--- src/rtl/vga_sync_if.sv ---
// vga_sync_if: raster counters, decodes and strobes produced by the VGA timing generator
interface vga_sync_if;
    logic [9:0] h_cnt;
    logic [9:0] v_cnt;
    logic       video_on;
    logic       hsync;
    logic       vsync;
    logic       line_start;
    logic       frame_start;
    logic       vblank_start;
    logic       update_window;
    logic [7:0] frame_count;
    modport master (
        output h_cnt, v_cnt, video_on, hsync, vsync,
        output line_start, frame_start, vblank_start, update_window, frame_count
    );
    modport slave (
        input h_cnt, v_cnt, video_on, hsync, vsync,
        input line_start, frame_start, vblank_start, update_window, frame_count
    );
endinterface

--- src/rtl/vga_sync_gen.sv ---
// vga_sync_gen: VGA raster timing generator with decodes registered against next counter state
module vga_sync_gen #(
    parameter int H_VISIBLE   = 640,
    parameter int H_FRONT     = 16,
    parameter int H_SYNC      = 96,
    parameter int H_BACK      = 48,
    parameter int V_VISIBLE   = 480,
    parameter int V_FRONT     = 10,
    parameter int V_SYNC      = 2,
    parameter int V_BACK      = 33,
    parameter bit SYNC_ACTIVE = 1'b0
) (
    input  logic       clk_25mhz,
    input  logic       rst,
    vga_sync_if.master bus
);
    localparam logic [9:0] H_LAST     = 10'(H_VISIBLE + H_FRONT + H_SYNC + H_BACK - 1);
    localparam logic [9:0] V_LAST     = 10'(V_VISIBLE + V_FRONT + V_SYNC + V_BACK - 1);
    localparam logic [9:0] H_VIS      = 10'(H_VISIBLE);
    localparam logic [9:0] V_VIS      = 10'(V_VISIBLE);
    localparam logic [9:0] H_SYNC_BEG = 10'(H_VISIBLE + H_FRONT);
    localparam logic [9:0] H_SYNC_END = 10'(H_VISIBLE + H_FRONT + H_SYNC);
    localparam logic [9:0] V_SYNC_BEG = 10'(V_VISIBLE + V_FRONT);
    localparam logic [9:0] V_SYNC_END = 10'(V_VISIBLE + V_FRONT + V_SYNC);

    logic       r_run;
    logic [9:0] r_h_cnt;
    logic [9:0] r_v_cnt;
    logic       r_video_on;
    logic       r_hsync;
    logic       r_vsync;
    logic       r_line_start;
    logic       r_frame_start;
    logic       r_vblank_start;
    logic       r_update_window;
    logic [7:0] r_frame_count;
    logic [9:0] w_h_nxt;
    logic [9:0] w_v_nxt;
    logic       w_h_wrap;
    logic       w_v_wrap;
    logic       w_frame_wrap;

    // Next raster position; the first edge after reset presents (0,0) with live decodes
    always_comb begin
        w_h_wrap     = r_h_cnt == H_LAST;
        w_v_wrap     = r_v_cnt == V_LAST;
        w_frame_wrap = r_run && w_h_wrap && w_v_wrap;
        w_h_nxt      = (!r_run || w_h_wrap) ? '0 : r_h_cnt + 10'd1;
        w_v_nxt      = (!r_run || (w_h_wrap && w_v_wrap)) ? '0 : (w_h_wrap ? r_v_cnt + 10'd1 : r_v_cnt);
    end

    // Counters and decodes update together so outputs never skew against h_cnt/v_cnt
    always_ff @(posedge clk_25mhz) begin
        if (rst) begin
            r_run           <= 1'b0;
            r_h_cnt         <= '0;
            r_v_cnt         <= '0;
            r_video_on      <= 1'b0;
            r_hsync         <= ~SYNC_ACTIVE;
            r_vsync         <= ~SYNC_ACTIVE;
            r_line_start    <= 1'b0;
            r_frame_start   <= 1'b0;
            r_vblank_start  <= 1'b0;
            r_update_window <= 1'b0;
            r_frame_count   <= '0;
        end else begin
            r_run           <= 1'b1;
            r_h_cnt         <= w_h_nxt;
            r_v_cnt         <= w_v_nxt;
            r_video_on      <= (w_h_nxt < H_VIS) && (w_v_nxt < V_VIS);
            r_hsync         <= (w_h_nxt >= H_SYNC_BEG && w_h_nxt < H_SYNC_END) ? SYNC_ACTIVE : ~SYNC_ACTIVE;
            r_vsync         <= (w_v_nxt >= V_SYNC_BEG && w_v_nxt < V_SYNC_END) ? SYNC_ACTIVE : ~SYNC_ACTIVE;
            r_line_start    <= w_h_nxt == '0;
            r_frame_start   <= (w_h_nxt == '0) && (w_v_nxt == '0);
            r_vblank_start  <= (w_h_nxt == '0) && (w_v_nxt == V_VIS);
            r_update_window <= w_v_nxt >= V_VIS;
            r_frame_count   <= w_frame_wrap ? r_frame_count + 8'd1 : r_frame_count;
        end
    end

    assign bus.h_cnt         = r_h_cnt;
    assign bus.v_cnt         = r_v_cnt;
    assign bus.video_on      = r_video_on;
    assign bus.hsync         = r_hsync;
    assign bus.vsync         = r_vsync;
    assign bus.line_start    = r_line_start;
    assign bus.frame_start   = r_frame_start;
    assign bus.vblank_start  = r_vblank_start;
    assign bus.update_window = r_update_window;
    assign bus.frame_count   = r_frame_count;
endmodule

--- src/flat_wrapper.sv ---
// flat-port wrapper written by rule: the top's interface ports become plain ports
module vga_sync_gen_flat 
#(
    parameter int H_VISIBLE   = 640,
    parameter int H_FRONT     = 16,
    parameter int H_SYNC      = 96,
    parameter int H_BACK      = 48,
    parameter int V_VISIBLE   = 480,
    parameter int V_FRONT     = 10,
    parameter int V_SYNC      = 2,
    parameter int V_BACK      = 33,
    parameter bit SYNC_ACTIVE = 1'b0
)
  (clk_25mhz, rst, bus_h_cnt, bus_v_cnt, bus_video_on, bus_hsync, bus_vsync, bus_line_start, bus_frame_start, bus_vblank_start, bus_update_window, bus_frame_count);
  vga_sync_if bus_i ();
  input  logic clk_25mhz;
  input  logic rst;
  output wire logic [$bits(bus_i.h_cnt)-1:0] bus_h_cnt;
  output wire logic [$bits(bus_i.v_cnt)-1:0] bus_v_cnt;
  output wire logic [$bits(bus_i.video_on)-1:0] bus_video_on;
  output wire logic [$bits(bus_i.hsync)-1:0] bus_hsync;
  output wire logic [$bits(bus_i.vsync)-1:0] bus_vsync;
  output wire logic [$bits(bus_i.line_start)-1:0] bus_line_start;
  output wire logic [$bits(bus_i.frame_start)-1:0] bus_frame_start;
  output wire logic [$bits(bus_i.vblank_start)-1:0] bus_vblank_start;
  output wire logic [$bits(bus_i.update_window)-1:0] bus_update_window;
  output wire logic [$bits(bus_i.frame_count)-1:0] bus_frame_count;
  assign bus_h_cnt = bus_i.h_cnt;
  assign bus_v_cnt = bus_i.v_cnt;
  assign bus_video_on = bus_i.video_on;
  assign bus_hsync = bus_i.hsync;
  assign bus_vsync = bus_i.vsync;
  assign bus_line_start = bus_i.line_start;
  assign bus_frame_start = bus_i.frame_start;
  assign bus_vblank_start = bus_i.vblank_start;
  assign bus_update_window = bus_i.update_window;
  assign bus_frame_count = bus_i.frame_count;
  vga_sync_gen #(.H_VISIBLE(H_VISIBLE), .H_FRONT(H_FRONT), .H_SYNC(H_SYNC), .H_BACK(H_BACK), .V_VISIBLE(V_VISIBLE), .V_FRONT(V_FRONT), .V_SYNC(V_SYNC), .V_BACK(V_BACK), .SYNC_ACTIVE(SYNC_ACTIVE)) u_core (.clk_25mhz(clk_25mhz), .rst(rst), .bus(bus_i));
endmodule
--- config.mk ---
export PLATFORM = sky130hd
export DESIGN_NAME = vga_sync_gen_flat
export DESIGN_NICKNAME = d
export VERILOG_FILES = /design/src/rtl/vga_sync_if.sv /design/src/rtl/vga_sync_gen.sv /design/src/flat_wrapper.sv
export SDC_FILE = /design/constraint.sdc
export NUM_CORES = 1
export LEC_CHECK = 0
export BUFFER_PORTS_ARGS = -buffer_cell sky130_fd_sc_hd__buf_2
export CAP_MARGIN = 25
export CORE_MARGIN = 4
export CORE_UTILIZATION = 40
export CTS_CLUSTER_SIZE = 14
export DETAILED_ROUTE_END_ITERATION = 12
export MAX_ROUTING_LAYER = met4
export PLACE_DENSITY = 0.61
export SLEW_MARGIN = 20
export SYNTH_ARGS = -nofsm -noshare
export SYNTH_HDL_FRONTEND = slang
export SYNTH_SLANG_ARGS = --single-unit
--- constraint.sdc ---
create_clock -name clk_25mhz -period 3.1 [get_ports clk_25mhz]
set_clock_uncertainty 0.2 [all_clocks]
set_input_delay 0.465 -clock clk_25mhz [delete_from_list [all_inputs] [get_ports clk_25mhz]]
set_output_delay 0.465 -clock clk_25mhz [all_outputs]
set_load 0.01 [all_outputs]
==> results.cfg, run 1 <==
[synth]
yosys.area.top_type = dfxtp_1
ys_ff_latch = 36
synth-edff-count = 0
synth_cell_types = 43
netlist.area_leader.share_pct = 38.6
syn_nets = 232
synth_ff_type = dfxtp_1
synth_area_leaders = dfxtp_1 (39%), xnor2_1 (8.0%), nor2_1 (7.4%), nand2_1 (5.0%), xor2_1 (3.8%)
syn_area_per_cell_um2 = 8.27
yosysWarnings = 0
postSynth.asyncResetShare_pct = 0
post-synth-top-count-cell = nor2_1
syn_inst = 226
yosysSeqAreaShare_pct = 38.6
syn_area_um2 = 1870
yosys-top-cells-count = nor2_1 (37), dfxtp_1 (36), nand2_1 (25)

[route]
drt-initial-drc-count = 109
drc = 0
dr.pass1.iters = 4
wl_mm = 4.11
vias = 1640
via_per_inst = 5.24
wire_per_inst_um = 13.1
ant_nets = 0

[floorplan]
ios = 37
die_y_um = 76.3
core_area_um2 = 4440
die_w_um = 76.3
initial_core_util_pct = 42.0
row_count = 24
die_area_um2 = 5830

[place]
dpl.hpwl_mm = 3.08
gp_congestion = 0.824
port_buffers = 36

[critical_path]
cp-start-kind = flop
critPathSlowestCell = or4b_1
path_class = flop to flop
worstPathMaxFanout = 7
crit_arrival_ps = 2690
cpPeakStageDelay_ps = 620
endpoint_kind = flop
crit_required_ps = 3080
path_cells = ha_1 > nand3_1 > nor3_4 > or4b_1 > nor4_4 > xnor2_1 > nor2_1

[clock_tree]
cts_resized = 0
clock_latency_ps = 290
ctsHtreeMaxLevel = 2
clock_sinks = 36
clk_pin_slew_ps = 70
cts_post_setup_buffers_inserted = 0
cts_buffer_depth = 2
cts_buffers = 5
ctsHoldBuffers = 0
tritoncts = yes
ctsRootBufferMaster = clkbuf_8

[final_layout]
drive_gt1_share_pct = 20.7
nNetsFinal = 267
syn2layout_area_growth_pct = 16.6
antenna_cells = 0

[grt]
overflow = 0
grt_max_degree = 13
grt.total_usage_pct = 15.0
grt_pass1_vias = 1451
antenna_found_initial = 0
grt_first_pass_wirelength_mm = 6.93

[pwr]
clockPowerShare_pct = 42.0
p_comb_share_pct = 3.0
p_sw_share_pct = 21.2
pwr-share-seq_pct = 55.0
power.density_nw_per_um2 = 393
leakage_uw = 0.000889
peakVddDrop_mv = 0.138
p_sw_uw = 182
p_int_uw = 674

[timing]
rsz0062_at_grt = no
finalCritPeriodShare_pct = 87.7
max_freq_ghz = 0.368
finalHoldViolCount = 0
finalSetupViolCount = 0
period_minus_slack_ps = 2720
relSlewSlack_pct = 69.8
whs_ps = 292
fin_tns_setup_ps = 0
finalMaxSlewViolations = 0
worst_pin_slew_ps = 452

[status]
status = completed

[flow_run]
maxCapViolations = 0

[min_path]
hp-class = flop to flop
-- per-stage QoR --
step | utilization [%] | instance area (um^2) | worst slack (ps) | cells | total power (uW)
global placement | 46.8 | 2080 | 452 | 306 | 507
finish | 49.0 | 2180 | 382 | 313 | 856
detailed placement | 46.8 | 2080 | 379 | 306 | 507
floorplan | - | 1870 | 425 | 226 | 495
global route | 49.0 | 2180 | 145 | 313 | 887
CTS | 49.0 | 2180 | 364 | 313 | 869
-- worst max-delay path: cells and delay by family (launching register included) --
kind	cells	cell delay (ps)
fa+ha+maj	1	310
flops	1	400
simple gates	5	1570
xor+xnor	1	140
-- layout by cell type (no fill, tap or decap), types with 2 or more instances in the layout --
cell type and count:
nand3_1 10, clkbuf_8 7, ha_1 4, xnor2_1 17
nor3_1 8, mux2i_1 2, nor4_4 2, buf_4 2
nor2_1 37, or2_2 3, o21ai_0 7, nand4_1 3
xor2_1 8, o31ai_1 3, or3_1 6, buf_2 36
inv_1 8, and3_1 2, a21oi_1 11, nand2_1 25
a31oi_1 2, dfxtp_1 36, nor3b_1 2
-- routing by layer --
| layer | GRT usage [%] | wire length [um] | vias to the layer above |
|---|---|---|---|
| met5 | - | 0 | - |
| met4 | 5.43 | 70 | 0 |
| met3 | 3.90 | 203 | 7 |
| met2 | 22.8 | 1800 | 52 |
| met1 | 19.3 | 2040 | 731 |
| li1 | - | - | 850 |
-- power groups by stage --
stage               clock network (uW)  registers [uW]  logic, uW
CTS                                372             470       26.3
global route                       387             471       28.8
floorplan                            0             482       12.9
finish                             360             470       25.7
global placement                     0             481       26.4
detailed placement                   0             481       26.1
-- final cells by class --
| type | count | area (um^2) |
|---|---|---|
| clock buffer | 7 | 96.3 |
| fill | 453 | 2270 |
| inverter | 8 | 30.0 |
| multi-input combinational | 172 | 1070 |
| sequential | 36 | 721 |
| tap | 52 | 65.1 |
| timing repair buffer | 38 | 195 |
-- cells by family after synthesis --
family | share of synthesized area (%)
flip-flops | 38.6
AO/OA/AOI/OAI | 9.98
adder cells (fa/ha/maj) | 2.68
XOR/XNOR | 11.7
buffers and inverters | 4.09
AND/OR/NAND/NOR | 31.9
multiplexers | 1.07
-- final timing paths --
path / startpoint / end / slack, ps / cells after the start
worst max-delay path: u_core.bus.h_cnt[0] / u_core.bus.frame_count[7] / 380 / 7
worst min-delay path: u_core.bus.h_cnt[0] / u_core.bus.h_cnt[0] / 290 / 1
worst max register to register: u_core.bus.h_cnt[0] / u_core.bus.frame_count[7] / 380 / 7
worst min register to register: u_core.bus.h_cnt[0] / u_core.bus.h_cnt[0] / 290 / 1
Note: power is estimated with default switching activity, not from simulation.
==> inputs of run 2 (changes only) <==
--- a/config.mk
+++ b/config.mk
@@ -7,6 +7,7 @@
 export LEC_CHECK = 0
 export BUFFER_PORTS_ARGS = -buffer_cell sky130_fd_sc_hd__buf_2
 export CAP_MARGIN = 25
+export CORE_ASPECT_RATIO = 1.75
 export CORE_MARGIN = 4
 export CORE_UTILIZATION = 40
 export CTS_CLUSTER_SIZE = 14
==> run 2 against run 1 <==
  * Core utilization up 0.20 points
  * Global-route usage grew 1.4 points
  * Die area increased by 0.73%
  * Critical path depth unchanged
  * Clock-buffer cell count decreased by 2
  * Total power up 6.0%
  * Hold slack gained 3.5 ps
  * Combinational power is essentially flat
  * Final area is 1.3% higher
  * Cell count increased by 0.64%
  * Clock power grew 14%
==> results.cfg, run 2 (synthesized netlist as in run 1, its figures left out) <==
[final_layout]
fin_cells = 315
syn2layout_area_growth_pct = 18.2
nFillCells = 487
multiInputGateArea_um2 = 1070
layout_common_cells = nor2_1 (37), buf_2 (36), dfxtp_1 (36), nand2_1 (25), xnor2_1 (17)
final_common_cell = nor2_1
antenna_cells = 0
post-route-util_pct = 49.2
seq_area_um2 = 721
nNetsFinal = 269
drive_gt1_share_pct = 21.6

[clock_tree]
clock_latency_ps = 290
cts_buffer_depth = 2
cts_resized = 0
ctsRootBufferMaster = clkbuf_8
cts_buffers = 5
ctsHoldBuffers = 0
tritoncts = yes
cts_post_setup_buffers_inserted = 0
clock_sinks = 36
ctsHtreeMaxLevel = 2
clk_pin_slew_ps = 70

[route]
drc = 0
wire_per_inst_um = 13.5
ant_nets = 0
vias = 1648
via_per_inst = 5.23
dr.pass1.iters = 4
wl_mm = 4.26
drt-initial-drc-count = 38

[floorplan]
initial_core_util_pct = 41.7
die_w_um = 59.7
die_y_um = 98.4
die_area_um2 = 5870
ios = 37
row_count = 32
core_area_um2 = 4480

[grt]
grt_pass1_vias = 1580
gr-usage-met3_pct = 2.91
antenna_found_initial = 0
grt_max_degree = 13
grt.total_usage_pct = 16.4
grt_use_met2_pct = 28.2
grt_first_pass_wirelength_mm = 7.22
top_usage_layer = met2
use_met1_pct = 17.5
overflow = 0

[critical_path]
path_cells = ha_1 > nand3_1 > nor3_4 > or4b_1 > nor4_4 > xnor2_1 > nor2_1
cp-start-kind = flop
path_class = flop to flop
cpPeakStageDelay_ps = 600
worstPathMaxFanout = 7
critPathSlowestCell = or4b_1
crit_arrival_ps = 2650
endpoint_kind = flop
crit_required_ps = 3080

[timing]
relSlewSlack_pct = 73.5
period_minus_slack_ps = 2670
worst_pin_slew_ps = 397
max_freq_ghz = 0.374
rsz0062_at_grt = no
finalMaxSlewViolations = 0
finalCritPeriodShare_pct = 86.3
fin_tns_setup_ps = 0
finalSetupViolCount = 0
finalHoldViolCount = 0
post-route-worst-setup-slack_ps = 425

[flow_run]
maxCapViolations = 0

[pwr]
peakVddDrop_mv = 0.285
leakage_uw = 0.000902
power.density_nw_per_um2 = 411

[place]
dp_cells = 307
gp_congestion = 0.827
post-place-ws_ps = 401
port_buffers = 36
dpl.hpwl_mm = 3.30

[status]
status = completed

[min_path]
hp-class = input port to flop
[run 2: area by class of cell]
cell class	instances	area share (%)
multi-input combinational	172	48.5
sequential	36	32.7
timing repair buffer	40	9.52
clock buffer	5	3.12
tap	51	2.89
clock inverter	3	1.93
inverter	8	1.36
[run 2: path summary, 6_finish.rpt]
path	from	endpoint	slack, ps	cells past startpoint
min reg2reg	u_core.bus.frame_count[1]	u_core.bus.frame_count[1]	300	2
max reg2reg	u_core.bus.h_cnt[0]	u_core.bus.frame_count[7]	430	7
max	u_core.bus.h_cnt[0]	u_core.bus.frame_count[7]	430	7
min	rst	u_core.r_run	300	2
[run 2: worst max-delay path, delay by kind of cell, from the launching register on]
kind	cells	cell delay, ps
simple gates	5	1470
fa+ha+maj	1	320
xor+xnor	1	140
flops	1	420
[run 2: report_power, final]
part / leakage (uW) / switching, uW / internal (uW) / total, uW
Clock: 0.0000541 / 174 / 238 / 412
Sequential: 0.000292 / 3.18 / 467 / 470
Combinational: 0.000557 / 16.4 / 9.10 / 25.5
Total: 0.000902 / 193 / 714 / 907
[run 2: through the flow]
stage / hold WS, ps / instance area, um^2 / power, uW
finish: 295 / 2210 / 907
CTS: 285 / 2210 / 923
floorplan: 288 / 1870 / 495
global placement: 272 / 2100 / 507
detailed placement: 279 / 2100 / 506
global route: 287 / 2210 / 945
[run 2: routing by layer]
metal	wire length (um)	part of all wire, %
met3	162	3.8
met2	2370	56
met5	0	0
met4	102	2.4
met1	1620	38
